===== src/rtl/alu_pkg.sv =====
// ---------------------------------------------------------------------------
// alu_pkg
// Shared definitions for the sequential ALU datapath blocks.
//   adder_state_t : control states of the serial adder (IDLE, RUN, DONE)
//   OP_ADD/OP_SUB : encoding of the add/subtract select input
//   calcSteps()   : number of digit steps for a WIDTH/DIGIT pair; returns 0
//                   for an illegal pairing so callers can refuse to elaborate
// ---------------------------------------------------------------------------
package alu_pkg;

  typedef enum logic [1:0] {IDLE, RUN, DONE} adder_state_t;

  localparam logic OP_ADD = 1'b0;
  localparam logic OP_SUB = 1'b1;

  // A zero result flags an unusable geometry: too narrow, or a digit size
  // that does not tile the operand exactly.
  function automatic int calcSteps(input int width, input int digit);
    if (width < 2 || digit < 1 || digit > width || (width % digit) != 0) begin
      return 0;
    end
    return width / digit;
  endfunction

endpackage


===== src/rtl/digit_adder.sv =====
// ---------------------------------------------------------------------------
// digit_adder
// Combinational DIGIT-bit ripple-carry slice.
//   a_i, b_i     : DIGIT-bit addends
//   cin_i        : carry into bit 0
//   s_o          : DIGIT-bit sum
//   cout_o       : carry out of the top bit
//   msb_cin_o    : carry into the top bit (needed for signed overflow)
// ---------------------------------------------------------------------------
module digit_adder #(
  parameter int DIGIT = 1
) (
  input  logic [DIGIT-1:0] a_i,
  input  logic [DIGIT-1:0] b_i,
  input  logic             cin_i,
  output logic [DIGIT-1:0] s_o,
  output logic             cout_o,
  output logic             msb_cin_o
);

  logic [DIGIT:0] carries;

  // Plain ripple chain; carries[i] is the carry entering bit i.
  always_comb begin
    carries    = '0;
    s_o        = '0;
    carries[0] = cin_i;
    for (int i = 0; i < DIGIT; i++) begin
      s_o[i]       = a_i[i] ^ b_i[i] ^ carries[i];
      carries[i+1] = (a_i[i] & b_i[i]) | (carries[i] & (a_i[i] ^ b_i[i]));
    end
  end

  assign cout_o    = carries[DIGIT];
  assign msb_cin_o = carries[DIGIT-1];

endmodule


===== src/rtl/serial_adder_nbit.sv =====
// ---------------------------------------------------------------------------
// serial_adder_nbit
// Multi-cycle add/subtract unit processing WIDTH-bit operands DIGIT bits per
// clock, with a start/busy/done handshake and registered result flags.
//   clk, rst_n   : clock (rising edge), asynchronous active-low reset
//   start_i      : request an operation (sampled in IDLE or DONE only)
//   sub_i        : 0 = a+b, 1 = a-b (sampled with start_i)
//   a_i, b_i     : WIDTH-bit operands (sampled with start_i)
//   busy_o       : high while digits are being processed
//   done_o       : one-cycle pulse when the results become valid
//   sum_o        : WIDTH-bit result, modulo 2^WIDTH
//   carry_out_o  : final carry (no-borrow for subtract)
//   overflow_o   : two's-complement overflow
//   zero_o       : sum_o == 0
// ---------------------------------------------------------------------------
module serial_adder_nbit
  import alu_pkg::*;
#(
  parameter int WIDTH = 8,
  parameter int DIGIT = 1
) (
  input  logic             clk,
  input  logic             rst_n,
  input  logic             start_i,
  input  logic             sub_i,
  input  logic [WIDTH-1:0] a_i,
  input  logic [WIDTH-1:0] b_i,
  output logic             busy_o,
  output logic             done_o,
  output logic [WIDTH-1:0] sum_o,
  output logic             carry_out_o,
  output logic             overflow_o,
  output logic             zero_o
);

  localparam int STEPS = calcSteps(WIDTH, DIGIT);
  localparam int CNT_W = $clog2(STEPS + 1);

  if (STEPS == 0) begin : gIllegalGeometry
    $fatal(1, "serial_adder_nbit: WIDTH must be >= 2 and a multiple of DIGIT");
  end

  adder_state_t     state_q, state_d;
  logic [CNT_W-1:0] count_q, count_d;
  logic [WIDTH-1:0] opA_q, opA_d;
  logic [WIDTH-1:0] opB_q, opB_d;
  logic             carry_q, carry_d;
  logic [WIDTH-1:0] partial_q, partial_d;
  logic [WIDTH-1:0] sum_q, sum_d;
  logic             carryOut_q, carryOut_d;
  logic             overflow_q, overflow_d;
  logic             zero_q, zero_d;

  logic [DIGIT-1:0]       sliceSum;
  logic                   sliceCout;
  logic                   sliceMsbCin;
  logic [WIDTH+DIGIT-1:0] shiftCat;
  logic [WIDTH-1:0]       partialNext;
  logic                   lastStep;

  digit_adder #(
    .DIGIT(DIGIT)
  ) uDigitAdder (
    .a_i      (opA_q[DIGIT-1:0]),
    .b_i      (opB_q[DIGIT-1:0]),
    .cin_i    (carry_q),
    .s_o      (sliceSum),
    .cout_o   (sliceCout),
    .msb_cin_o(sliceMsbCin)
  );

  // New digits enter at the top so that after STEPS shifts the first digit
  // has reached bit 0; the concatenation avoids an empty slice when
  // DIGIT == WIDTH.
  assign shiftCat    = {sliceSum, partial_q};
  assign partialNext = shiftCat[WIDTH+DIGIT-1:DIGIT];
  assign lastStep    = (count_q == CNT_W'(STEPS - 1));

  // Next-state and datapath update. Subtraction is a + ~b + 1, with the +1
  // supplied as the initial carry. Result registers only change on the
  // final digit, so they never expose a partial value.
  always_comb begin
    state_d    = state_q;
    count_d    = count_q;
    opA_d      = opA_q;
    opB_d      = opB_q;
    carry_d    = carry_q;
    partial_d  = partial_q;
    sum_d      = sum_q;
    carryOut_d = carryOut_q;
    overflow_d = overflow_q;
    zero_d     = zero_q;

    case (state_q)
      IDLE, DONE: begin
        if (start_i) begin
          state_d   = RUN;
          opA_d     = a_i;
          opB_d     = (sub_i == OP_SUB) ? ~b_i : b_i;
          carry_d   = sub_i;
          count_d   = '0;
          partial_d = '0;
        end else begin
          state_d = IDLE;
        end
      end
      RUN: begin
        partial_d = partialNext;
        opA_d     = opA_q >> DIGIT;
        opB_d     = opB_q >> DIGIT;
        carry_d   = sliceCout;
        count_d   = count_q + CNT_W'(1);
        if (lastStep) begin
          state_d    = DONE;
          sum_d      = partialNext;
          carryOut_d = sliceCout;
          overflow_d = sliceMsbCin ^ sliceCout;
          zero_d     = (partialNext == '0);
        end
      end
      default: begin
        state_d = IDLE;
      end
    endcase
  end

  // All state, including the visible result flags, clears on reset so an
  // interrupted operation leaves nothing behind.
  always_ff @(posedge clk or negedge rst_n) begin
    if (!rst_n) begin
      state_q    <= IDLE;
      count_q    <= '0;
      opA_q      <= '0;
      opB_q      <= '0;
      carry_q    <= 1'b0;
      partial_q  <= '0;
      sum_q      <= '0;
      carryOut_q <= 1'b0;
      overflow_q <= 1'b0;
      zero_q     <= 1'b0;
    end else begin
      state_q    <= state_d;
      count_q    <= count_d;
      opA_q      <= opA_d;
      opB_q      <= opB_d;
      carry_q    <= carry_d;
      partial_q  <= partial_d;
      sum_q      <= sum_d;
      carryOut_q <= carryOut_d;
      overflow_q <= overflow_d;
      zero_q     <= zero_d;
    end
  end

  assign busy_o      = (state_q == RUN);
  assign done_o      = (state_q == DONE);
  assign sum_o       = sum_q;
  assign carry_out_o = carryOut_q;
  assign overflow_o  = overflow_q;
  assign zero_o      = zero_q;

endmodule


===== config.mk =====
export PLATFORM = sky130hd
export DESIGN_NAME = serial_adder_nbit
export DESIGN_NICKNAME = d
export VERILOG_FILES = /design/src/rtl/alu_pkg.sv /design/src/rtl/digit_adder.sv /design/src/rtl/serial_adder_nbit.sv
export SDC_FILE = /design/constraint.sdc
export NUM_CORES = 1
export LEC_CHECK = 0
export CORE_MARGIN = 5
export CORE_UTILIZATION = 51
export DETAILED_ROUTE_END_ITERATION = 16
export PLACE_DENSITY = 0.78
export SLEW_MARGIN = 0
export SYNTH_ARGS = -nofsm -noshare
export SYNTH_HDL_FRONTEND = slang
export SYNTH_HIERARCHICAL = 1
export SYNTH_SLANG_ARGS = --single-unit
export TNS_END_PERCENT = 50

===== constraint.sdc =====
create_clock -name clk -period 2 [get_ports clk]
set_input_delay 0.2 -clock clk [delete_from_list [all_inputs] [get_ports clk]]
set_output_delay 0.2 -clock clk [all_outputs]
set_load 0.01 [all_outputs]

==> Word-level counts from Yosys, hierarchy flattened <==
Cells that the tools add are included.
{ "totals": {"in_bits": 20, "output_inout_bits": 13, "reg_bits": 42, "elab_cells": 43} }
{ "op_classes": {"bitwise": 7, "reduce_logical": 6, "n_mux": 14, "eq_ne": 5, "add_sub_neg": 1} }
{ "ops": {"columns": ["cell", "n"], "rows": [
  ["case mux 8 bit (2 select lines)", 3],
  ["2-to-1 mux 8 bit", 4],
  ["zero test 8 bit", 1],
  ["inverter 8 bit", 1],
  ["case mux 4 bit (2 select lines)", 1],
  ["adder 4 x 1 -> 4 bit, second input constant", 1],
  ["== test 4 x 3 -> 1 bit, second input constant", 1],
  ["2-to-1 mux 4 bit", 1],
  ["case mux 2 bit (2 select lines)", 1],
  ["AND reduction 2 bit", 2],
  ["XOR 1 bit", 3],
  ["AND 1 bit", 2],
  ["== test 2 x 1 -> 1 bit, second input constant", 1],
  ["== test 2 bit, second input constant", 1],
  ["zero test 2 bit", 1],
  ["2-to-1 mux 1 bit", 2],
  ["2-to-1 mux 2 bit", 1],
  ["inequality test 2 x 1 -> 1 bit, second input constant", 1],
  ["inequality test 2 bit, second input constant", 1],
  ["case mux 1 bit (2 select lines)", 1],
  ["nonzero test 2 bit", 1],
  ["OR reduction 2 bit", 1],
  ["OR 1 bit", 1]
]} }

==> Logic depth before layout (Yosys ltp) <==
{ "depth": {"word_depth": 4, "mapped_depth": 5, "ltp_nobuf": 4} }

==> Hierarchy <==
The synthesis kept the hierarchy.
{ "by_module_without_submodules": {"columns": ["mod", "n_inst", "cells_per_inst", "area_per_inst_um2", "seq_area_each_um2"], "rows": [
  ["serial_adder_nbit", 1, 131, 1746.7, 1026.0],
  ["digit_adder", 1, 2, 27.5, 0.0]
]} }

==> Least setup slack after synthesis <==
Ideal clock, no wire load.
{ "synth_timing": {"path_kind": "register to register", "start": "register count_q[0]", "end": "register carryOut_q, in the netlist carry_out_o", "synth_period_minus_slack_ps": 1468, "n_path_buf": 1, "path_slack_ps": 532, "path_stages_with_launch": 6, "required_ps": 1875, "t_arrival_ps": 1344, "setup_time_ps": 125, "cell_sequence": "dfrtp_1 -> ha_1 -> nand2_1 -> nor3b_4 -> buf_6 -> mux2_2"} }
{ "synth_via": {"elab_chain_cells": 2} }
{ "synth_lines": {"columns": ["element", "line", "text"], "rows": [
  ["start, declared", "serial_adder_nbit.sv:44", "logic [CNT_W-1:0] count_q, count_d;"],
  ["start signal, assigned", "serial_adder_nbit.sv:143", "count_q <= count_d;"],
  ["== test 4 x 3 -> 1 bit", "serial_adder_nbit.sv:77", "assign lastStep = (count_q == CNT_W'(STEPS - 1));"],
  ["AND reduction 2 bit (no source line)", null, null],
  ["end signal, assigned", "serial_adder_nbit.sv:149", "carryOut_q <= carryOut_d;"],
  ["end, declared", "serial_adder_nbit.sv:50", "logic carryOut_q, carryOut_d;"]
]} }
No other way between the ends.
A chain may end at the register's enable or synchronous reset.

==> Worst setup path in the final report <==
{ "layout_timing": {"start": "register state_q[1]", "end": "output busy_o"} }
{ "layout_via": {"elab_chain_cells": 1} }
{ "layout_lines": {"columns": ["element", "line", "text"], "rows": [
  ["start, declared", "serial_adder_nbit.sv:43", "adder_state_t state_q, state_d;"],
  ["start signal, assigned", "serial_adder_nbit.sv:142", "state_q <= state_d;"],
  ["== test 2 x 1 -> 1 bit", "serial_adder_nbit.sv:155", "assign busy_o = (state_q == RUN);"],
  ["end, declared", "serial_adder_nbit.sv:28", "output logic busy_o,"]
]} }
No other way between the ends.

==> metrics.txt <==
status finished clean; maximum vdd drop 0.000568 V; CTS tree built; DRC 0; die area 0.00476 sq mm; drt first pass iters 4; RD Place Congestion about 0.77; total vias in the final route 1176; pin count of the biggest net entering global routing 42; DIE WIDTH between 60 and 70 um; Crit Path Class flop to primary output; post-DR wirelength/cell 15.7 um; Initial Util 0.528; # setup viols final 0; CP peak stage delay 0.57 ns; slew of the pin with the lowest slew margin 0.975 ns; critical path arrival 1.65 ns; # clock sinks 41; crit path time final between 1.5 and 2 ns; max_slew headroom 0.350; number of hold violations in the final report 0; Placed Instances ~200; initial antenna violation count 0; Worst setup SP type flop; filler cell count in the final layout 274; Max Slew Vio Count 0; Site Rows 21; Worst Hold Class input port to asynchronous set/reset pin; fmax 540 MHz; Core ar. 0.00336 sq mm; Leakage Power 0.00103 uW; vias in the first global route 1202; critical path, cell by cell and2b_4 -> clkdlybuf4s50_1; CP max FO 11; Skew-Pair Late Insertion Delay ~0.35 ns; Area growth, synth to finish 25.4%; port bufs 32; Overflow after GRT 0; hpwl dp 2390 um; Antenna diodes 0; total wire length roughly 3300 um; 1st-iter DRT viols 80; RSZ-0062 raised after global routing false; syn avg cell area around 13 sq um; synthesis-stage register bit count about 40; crit path max-delay cell type clkdlybuf4s50_1; total of max-cap violations 0; total chip power 3480 uW; Reg clk slew, reported paths 0.13 ns; setup slack after placement 0.111 ns; chip height 69.0 um; Total GRT Usage 0.170; data required time of the worst path 1.80 ns; nets@finish around 190; Synth warnings 6; Mapped Nets ~160; total CTS buffers 5; Pwr Density around 1600 mW/mm^2; CTS root buf clkbuf_4; first-pass GRT wire length 5860 um; Via density 5.52; final worst slack 0.148 ns; FF-to-FF setup slack between 0.15 and 0.2 ns; share of layout cells above drive strength 1 0.156; post-route cell area 0.00222 sq mm; Synth cell types 25; Mapped Area 0.00177 sq mm; Worst setup EP type primary output; Reg2Reg Launch Point state_q[0]$_DFFE_PN0P_; CP Launch Point state_q[1]$_DFFE_PN0P_; cell count after synthesis approximately 130; io pins 33; Cell Count, Final, Fillers Out between 200 and 250; placed instance area 0.00211 sq mm; H-Tree Level Count 2; setup TNS 0 ns; crit share post-route 0.926; register area share after synthesis 0.578; Clock Skews 0.0120 ns; clock buffer depth 2; post-route ant nets 0
where the power goes:
part | switching, uW | total (uW) | leakage [uW] | internal (uW)
Clock | 270 | 657 | 0.0000552 | 387
Combinational | 590 | 1360 | 0.000456 | 775
Sequential | 266 | 1460 | 0.000523 | 1190
placed cells by master (no fill, tap or decap):
master	n
nor2b_1	3
mux2_2	11
clkdlybuf4s50_1	31
clkinv_2	1
inv_1	1
and2b_4	1
buf_2	1
nor2_2	1
a21o_1	8
buf_4	3
a22o_1	19
nand2_1	4
o21ai_0	1
mux2i_1	3
nor4_1	2
nand4_1	1
xnor2_1	7
fa_1	1
a221o_1	7
nor3b_4	1
clkbuf_4	5
dfrtp_1	41
xor2_1	2
nand2b_1	1
bufinv_16	2
dlygate4sd3_1	1
nor2_1	7
ha_1	1
worst max-delay path, delay by kind of cell (launching register included):
| kind | cells | cell delay, ns |
|---|---|---|
| buffers and inverters | 1 | 0.57 |
| DFF | 1 | 0.40 |
| and+or+nand+nor | 1 | 0.34 |
per-stage QoR:
stage / hold slack (ns) / util
after floorplan: -0.0956 / -
after global placement: 0.348 / 0.628
after detailed placement: 0.366 / 0.628
after CTS: 0.481 / 0.661
after global routing: 0.492 / 0.661
final: 0.485 / 0.661
cells by family after synthesis:
family / Yosys count / synth area share
xor+xnor: 9 / 0.0444
simple gates: 21 / 0.0677
fa+ha+maj: 2 / 0.0183
mux: 14 / 0.0867
buf+inv: 11 / 0.0346
flops: 41 / 0.578
compound gates: 35 / 0.170
final timing paths:
kind / endpoint / depth (start not counted)
worst max-delay path: busy_o / 2
worst min-delay path: sum_o[0]$_DFFE_PN0P_ / 2
worst max register to register: count_q[0]$_DFFE_PN0P_ / 3
worst min register to register: opA_q[6]$_DFFE_PN0P_ / 1
max in group asynchronous: opB_q[0]$_DFFE_PN0P_ / 2
min in group clk: opA_q[7]$_DFFE_PN0P_ / 2
flip-flops by register name, summed over array words and instances, names as in the netlist:
| register | flops |
|---|---|
| zero_o | 1 |
| opB_q | 8 |
| carry_out_o | 1 |
| count_q | 4 |
| carry_q | 1 |
| sum_o | 8 |
| overflow_o | 1 |
| state_q | 2 |
| partial_q | 7 |
| opA_q | 8 |
area by class of cell:
class                           count  area [sq um]  area share
Clock buffer                        5          37.5      0.0169
Clock inverter                      3          65.1      0.0292
Inverter                            1          3.75     0.00169
Multi-Input combinational cell     81           687       0.309
Sequential cell                    41          1030       0.461
Tap cell                           46          57.6      0.0259
Timing Repair Buffer               36           348       0.156
per-layer routing:
layer  vias up  wire length (um)  global-route usage
li1        550                 -                   -
met1       586              1560               0.230
met2        35              1590               0.268
met3         5               146              0.0357
met4         0                48              0.0657
met5         -                 0                   0
cell usage after synthesis, drive strengths merged:
| library cell | instances | area (sq um) |
|---|---|---|
| a21o | 8 | 60.1 |
| a221o | 7 | 70.1 |
| a22o | 19 | 166 |
| and2b | 1 | 10.0 |
| buf | 9 | 53.8 |
| clkbuf | 1 | 3.75 |
| dfrtp | 41 | 1030 |
| fa | 1 | 20.0 |
| ha | 1 | 12.5 |
| inv | 1 | 3.75 |
| mux2 | 11 | 124 |
| mux2i | 3 | 30.0 |
| nand2 | 4 | 15.0 |
| nand2b | 1 | 6.26 |
| nand4 | 1 | 6.26 |
| nor2 | 8 | 32.5 |
| nor2b | 3 | 18.8 |
| nor3b | 1 | 18.8 |
| nor4 | 2 | 12.5 |
| o21ai | 1 | 5.00 |
| xnor2 | 7 | 61.3 |
| xor2 | 2 | 17.5 |
what timing repair did:
action,CTS,global route
buffers inserted,0,0
resized for setup,0,0
hold endpoints to repair,41,0
hold buffers,1,0
Power figures use the tool's default switching activity.
